===== src/rtl/fetch_stage.sv =====
// Instruction fetch stage: owns the PC, keeps one instruction-memory read in flight
// and hands fetched words to decode over the done_next/next_stall handshake.
module fetch_stage #(
    parameter int unsigned           ADDR_WIDTH        = 32,
    parameter int unsigned           INSTRUCTION_WIDTH = 32,
    parameter logic [ADDR_WIDTH-1:0] RESET_VECTOR      = ADDR_WIDTH'(32'h0000_0000)
) (
    input  logic                         clk,
    input  logic                         rst_n,
    input  logic                         next_stall,
    output logic                         done_next,
    input  logic                         control_flow_affected,
    input  logic [ADDR_WIDTH-1:0]        jump_target,
    input  logic                         jump_target_valid,
    input  logic                         redirect_enable,
    output logic                         imem_req_valid,
    input  logic                         imem_req_ready,
    output logic [ADDR_WIDTH-1:0]        imem_req_addr,
    input  logic                         imem_resp_valid,
    input  logic [INSTRUCTION_WIDTH-1:0] imem_resp_data,
    input  logic                         imem_resp_error,
    output logic [ADDR_WIDTH-1:0]        program_count_out,
    output logic                         program_count_valid_out,
    output logic [INSTRUCTION_WIDTH-1:0] instruction_data_out,
    output logic                         instruction_data_valid_out
);

    localparam logic [ADDR_WIDTH-1:0] PC_STEP = ADDR_WIDTH'(4);

    typedef enum logic {
        S_REQ  = 1'b0,
        S_WAIT = 1'b1
    } state_t;

    state_t                         state_q, state_d;
    logic [ADDR_WIDTH-1:0]          pc_q, pc_d;
    logic [ADDR_WIDTH-1:0]          req_pc_q, req_pc_d;
    logic                           stale_q, stale_d;

    logic                           out_valid_q;
    logic [ADDR_WIDTH-1:0]          out_pc_q;
    logic [INSTRUCTION_WIDTH-1:0]   out_instr_q;
    logic                           out_instr_valid_q;

    logic                           redirect;
    logic                           transfer_next;
    logic                           slot_free;
    logic                           misaligned;
    logic                           req_valid_c;
    logic                           load_fetch;
    logic                           load_misalign;

    assign redirect      = control_flow_affected && jump_target_valid && redirect_enable;
    assign done_next     = out_valid_q && !redirect;
    assign transfer_next = done_next && !next_stall;
    assign slot_free     = !out_valid_q || transfer_next;
    assign misaligned    = (pc_q[1:0] != 2'b00);

    // Request is masked while reset is held so the bus sees no request during reset.
    assign imem_req_valid = rst_n && req_valid_c;
    assign imem_req_addr  = pc_q;

    assign program_count_out          = out_pc_q;
    assign program_count_valid_out    = out_valid_q;
    assign instruction_data_out       = out_instr_q;
    assign instruction_data_valid_out = out_instr_valid_q;

    // Fetch sequencing: request issue, response/stale handling, PC update.
    always_comb begin
        state_d       = state_q;
        pc_d          = pc_q;
        req_pc_d      = req_pc_q;
        stale_d       = stale_q;
        req_valid_c   = 1'b0;
        load_fetch    = 1'b0;
        load_misalign = 1'b0;

        unique case (state_q)
            S_REQ: begin
                if (!redirect && slot_free) begin
                    if (misaligned) begin
                        load_misalign = 1'b1;
                        pc_d          = pc_q + PC_STEP;
                    end else begin
                        req_valid_c = 1'b1;
                        if (imem_req_ready) begin
                            req_pc_d = pc_q;
                            state_d  = S_WAIT;
                        end
                    end
                end
            end
            S_WAIT: begin
                if (imem_resp_valid) begin
                    state_d = S_REQ;
                    stale_d = 1'b0;
                    if (!stale_q && !redirect) begin
                        load_fetch = 1'b1;
                        pc_d       = req_pc_q + PC_STEP;
                    end
                end else if (redirect) begin
                    stale_d = 1'b1;
                end
            end
            default: state_d = S_REQ;
        endcase

        if (redirect) begin
            pc_d = jump_target;
        end
    end

    always_ff @(posedge clk or negedge rst_n) begin
        if (!rst_n) begin
            state_q  <= S_REQ;
            pc_q     <= RESET_VECTOR;
            req_pc_q <= RESET_VECTOR;
            stale_q  <= 1'b0;
        end else begin
            state_q  <= state_d;
            pc_q     <= pc_d;
            req_pc_q <= req_pc_d;
            stale_q  <= stale_d;
        end
    end

    // Output register: flushed on redirect, reload beats drain, held under stall.
    always_ff @(posedge clk or negedge rst_n) begin
        if (!rst_n) begin
            out_valid_q       <= 1'b0;
            out_pc_q          <= '0;
            out_instr_q       <= '0;
            out_instr_valid_q <= 1'b0;
        end else if (redirect) begin
            out_valid_q       <= 1'b0;
            out_instr_valid_q <= 1'b0;
        end else if (load_fetch) begin
            out_valid_q       <= 1'b1;
            out_pc_q          <= req_pc_q;
            out_instr_q       <= imem_resp_data;
            out_instr_valid_q <= !imem_resp_error;
        end else if (load_misalign) begin
            out_valid_q       <= 1'b1;
            out_pc_q          <= pc_q;
            out_instr_q       <= '0;
            out_instr_valid_q <= 1'b0;
        end else if (transfer_next) begin
            out_valid_q       <= 1'b0;
            out_instr_valid_q <= 1'b0;
        end
    end

endmodule

===== config.mk =====
export PLATFORM = sky130hd
export DESIGN_NAME = fetch_stage
export DESIGN_NICKNAME = d
export VERILOG_FILES = /design/src/rtl/fetch_stage.sv
export SDC_FILE = /design/constraint.sdc
export NUM_CORES = 1
export LEC_CHECK = 0
export ABC_AREA = 1
export CORE_MARGIN = 2
export CORE_UTILIZATION = 45
export CTS_BUF_LIST = sky130_fd_sc_hd__clkbuf_16
export CTS_CLUSTER_SIZE = 28
export DETAILED_ROUTE_END_ITERATION = 16
export PLACE_DENSITY = 0.77
export SETUP_SLACK_MARGIN = 0.05
export SYNTH_ARGS = -nofsm -noshare
export SYNTH_HDL_FRONTEND = slang
export SYNTH_SLANG_ARGS = --single-unit

===== constraint.sdc =====
create_clock -name clk -period 1.6 [get_ports clk]
set_input_delay 0.24 -clock clk [delete_from_list [all_inputs] [get_ports clk]]
set_output_delay 0.24 -clock clk [all_outputs]
set_load 0.005 [all_outputs]

==> impl_metrics.env <==
export IMPL_clk_pin_slew_ns=0.08
export IMPL_vdd_ir_drop_max_mv=1.22
export IMPL_num_vias=8417
export IMPL_yosysMostFrequentCell="nand2_1"
export IMPL_drt_iter0_drc=921
export IMPL_drcViolationCount=0
export IMPL_synth_cells=893
export IMPL_track_usage_pct=32.7
export IMPL_synth_compound_area_share_pct=10.9
export IMPL_relSlewSlack_pct=51.3
export IMPL_clock_latency_ns=0.46
export IMPL_syn_nets=967
export IMPL_final_min_clock_period_ns=2.07
export IMPL_cts_htree_levels=4
export IMPL_area_growth_pct=78.4
export IMPL_grt_pass1_vias=7714
export IMPL_synthArstFlopShare_pct=100
export IMPL_cts_path_max_buffers=2
export IMPL_core_area_mm2=0.0150
export IMPL_num_antenna_cells=0
export IMPL_synth_top_area_share_pct=48.2
export IMPL_fp_dieH_um=127
export IMPL_numCtsBuffers=17
export IMPL_hpwl_um=15100
export IMPL_layout_nets=1322
export IMPL_post_route_period_util_pct=129
export IMPL_dp_cells=1330
export IMPL_clock_fmax_ghz=0.483
export IMPL_finalSetupViolations=132
export IMPL_maxCapViolCount=0
export IMPL_avgSynthCellArea_um2=7.67
export IMPL_tightest_slew_ns=0.731
export IMPL_outcome="complete, but fails checks"
export IMPL_synthSimpleGateAreaFrac_pct=33.8
export IMPL_antenna_found_initial=0
export IMPL_antenna_left=0
export IMPL_clock_sinks=132
export IMPL_vias_per_cell=5.81
export IMPL_synth_ff_type="dfrtp_1"
export IMPL_wl_um=31100
export IMPL_switchingPower_w=0.0117
export IMPL_worstPathRequired_ns=1.97
export IMPL_combPwrFrac_pct=63.6
export IMPL_layout_cells_non_filler=1449
export IMPL_io_pins=173
export IMPL_worstPathArrival_ns=2.44
export IMPL_power_leakage_nw=6.24
export IMPL_holdCritPathClass="input port to flop"
export IMPL_rsz0062_at_grt="true"
export IMPL_critical_path_class="flop to flop"
export IMPL_grt_max_degree=133
export IMPL_startpoint_type="flop"
export IMPL_pwr_share_clk_pct=14.6
export IMPL_finClkSkew_ns=0.0239
export IMPL_critPathCaptureType="flop"
export IMPL_synth_edf_count=0
export IMPL_critical_path_max_fanout=6
export IMPL_yosys_warnings=0
export IMPL_yosys_area_share_xor_xnor_pct=0.383
export IMPL_postLayoutSetupSlackWorst_ns=-0.471
export IMPL_drv_slew=0
export IMPL_design_die_area_mm2=0.0162
export IMPL_power_density_mw_per_mm2=2260
export IMPL_gp_congestion=0.878
export IMPL_rows=45
export IMPL_synth_seq_cells=132
export IMPL_grt_ovfl_total=0
export IMPL_yosysTopAreaCell="dfrtp_1"
export IMPL_failed_checks="negative setup slack"
export IMPL_layout_drive_gt1_share_pct=35.2
export IMPL_sw_frac_of_total_pct=42.3
export IMPL_netlist_top_cells_count="352 x nand2_1, 132 x dfrtp_1, 107 x nor2_1"
export IMPL_synth_top_family_by_area="simple AND/OR/NAND/NOR gates"
export IMPL_die_width_um=127
export IMPL_muxShareOfSynthArea_pct=0
export IMPL_initial_utilization_pct=45.6
export IMPL_power_frac_seq_pct=21.8
export IMPL_port_buffers=172
export IMPL_ys_seq_area_share_pct=48.2
export IMPL_synth_top_cells_by_area="dfrtp_1 48%, nand2_1 19%, nor2_1 5.9%"
export IMPL_drtPass1Iterations=8
export IMPL_synth_area_mm2=0.00685
export IMPL_p_int_w=0.0159
export IMPL_power_w=0.0276
export IMPL_tritoncts="built"
export IMPL_root_buffer="clkbuf_16"
export IMPL_grt_pass1_wl_um=41300
export IMPL_synth_fa_ha_area_share_pct=0.183
export IMPL_finalHoldViolations=0
export IMPL_wl_per_cell_um=21.4
export IMPL_ys_types=38
export IMPL_dp_slack_ns=-0.430
## layout make-up
type,count,area [um2]
Multi-Input combinational cell,666,3770
Timing Repair Buffer,380,4090
Sequential cell,132,3300
Fill cell,783,2810
Inverter,51,245
Clock inverter,15,155
Clock buffer,17,425
Tap cell,188,235
## logic make-up after synthesis
logic type	count (synthesis)
AND/OR/NAND/NOR	551
flip-flops	132
AO/OA/AOI/OAI	111
buffers and inverters	95
XOR/XNOR	3
adder cells (fa/ha/maj)	1
## critical path: stages, from the launching register on
cell and delay (ns):
dfrtp_1 0.38, buf_12 0.15, buf_8 0.13, buf_8 0.14
nand2_1 0.09, nand2_2 0.12, nand2_2 0.09, nor2_1 0.15
buf_4 0.14, nand2_1 0.06, nor2_1 0.18, nand3_1 0.10
nand3_1 0.10, nand2_1 0.08, nand2_1 0.08
## power by group through the flow
stage / clock network [W] / logic (W) / registers [W]
3_3_place_gp: 0 / 0.0115 / 0.00570
6_report: 0.00402 / 0.0176 / 0.00601
4_1_cts: 0.00390 / 0.0150 / 0.00575
5_1_grt: 0.00415 / 0.0185 / 0.00609
3_5_place_dp: 0 / 0.0117 / 0.00577
2_1_floorplan: 0 / 0.00555 / 0.00589
## worst paths after layout
path	cells after the start	startpoint	endpoint	slack, ns
max in group asynchronous	3	rst_n	imem_req_addr[31]	0.50
min	3	jump_target[6]	imem_req_addr[6]	0.36
min in group asynchronous	3	rst_n	req_pc_q[11]	0.47
max reg2reg	14	state_q	imem_req_addr[31]	-0.47
max	14	state_q	imem_req_addr[31]	-0.47
min reg2reg	1	instruction_data_out[14]	instruction_data_out[14]	0.50
## metrics by stage
step                      area (um2)  utilization, %  TNS, ns  hold WS, ns
after global placement          9710            64.6   -37.23        0.417
after CTS                      11500            76.5   -17.79        0.341
final                          12200            81.3   -34.30        0.362
after global routing           12200            81.3   -40.13        0.376
after detailed placement        9710            64.6   -36.72        0.412
after floorplan                 6970               -    -1.02      -0.0556
## registers in the layout (all words and copies together) (netlist names)
signal / count
program_count_valid_out: 1
imem_req_addr: 32
state_q: 1
req_pc_q: 32
instruction_data_valid_out: 1
instruction_data_out: 32
stale_q: 1
program_count_out: 32
## layer usage
| layer | vias to the layer above | global-route usage [%] | wire, um |
|---|---|---|---|
| met5 | - | 0 | 0 |
| met4 | 0 | 13.6 | 1870 |
| met3 | 177 | 6.87 | 2970 |
| met2 | 622 | 55.9 | 15000 |
| met1 | 4024 | 40.4 | 11300 |
| li1 | 3594 | - | - |
## cell usage in the layout (no fill, tap or decap), types with 3 or more instances in the layout
cell and n:
nand2_1 260, dfrtp_1 131, buf_4 128, nand2_2 92, clkdlybuf4s50_1 85, nor2_1 77, dlygate4sd2_1 53, inv_1 42
nand3_1 38, a22o_1 32, nor2_2 31, dlymetal6s2s_1 31, buf_6 30, a31oi_1 28, buf_12 23, clkbuf_16 21
nand2_4 20, nor2_4 18, o21ai_1 16, buf_8 11, buf_16 10, o21ai_2 9, o211ai_1 6, o21ai_0 5
a31oi_4 5, inv_4 3, nand3_2 3, inv_6 3, a21oi_1 3, a21oi_2 3, clkinv_4 3, clkinvlp_4 3
## repair_timing
| action | CTS | global route |
|---|---|---|
| resized for setup | 216 | 141 |
| hold buffers | 1 | 0 |
| gates cloned | 15 | 4 |
| endpoints found under the hold margin | 132 | 0 |
| buffers inserted | 45 | 27 |
| setup endpoints to repair | 184 | 173 |
| pin swaps | 34 | 43 |
Power figures use the tool's default switching activity.
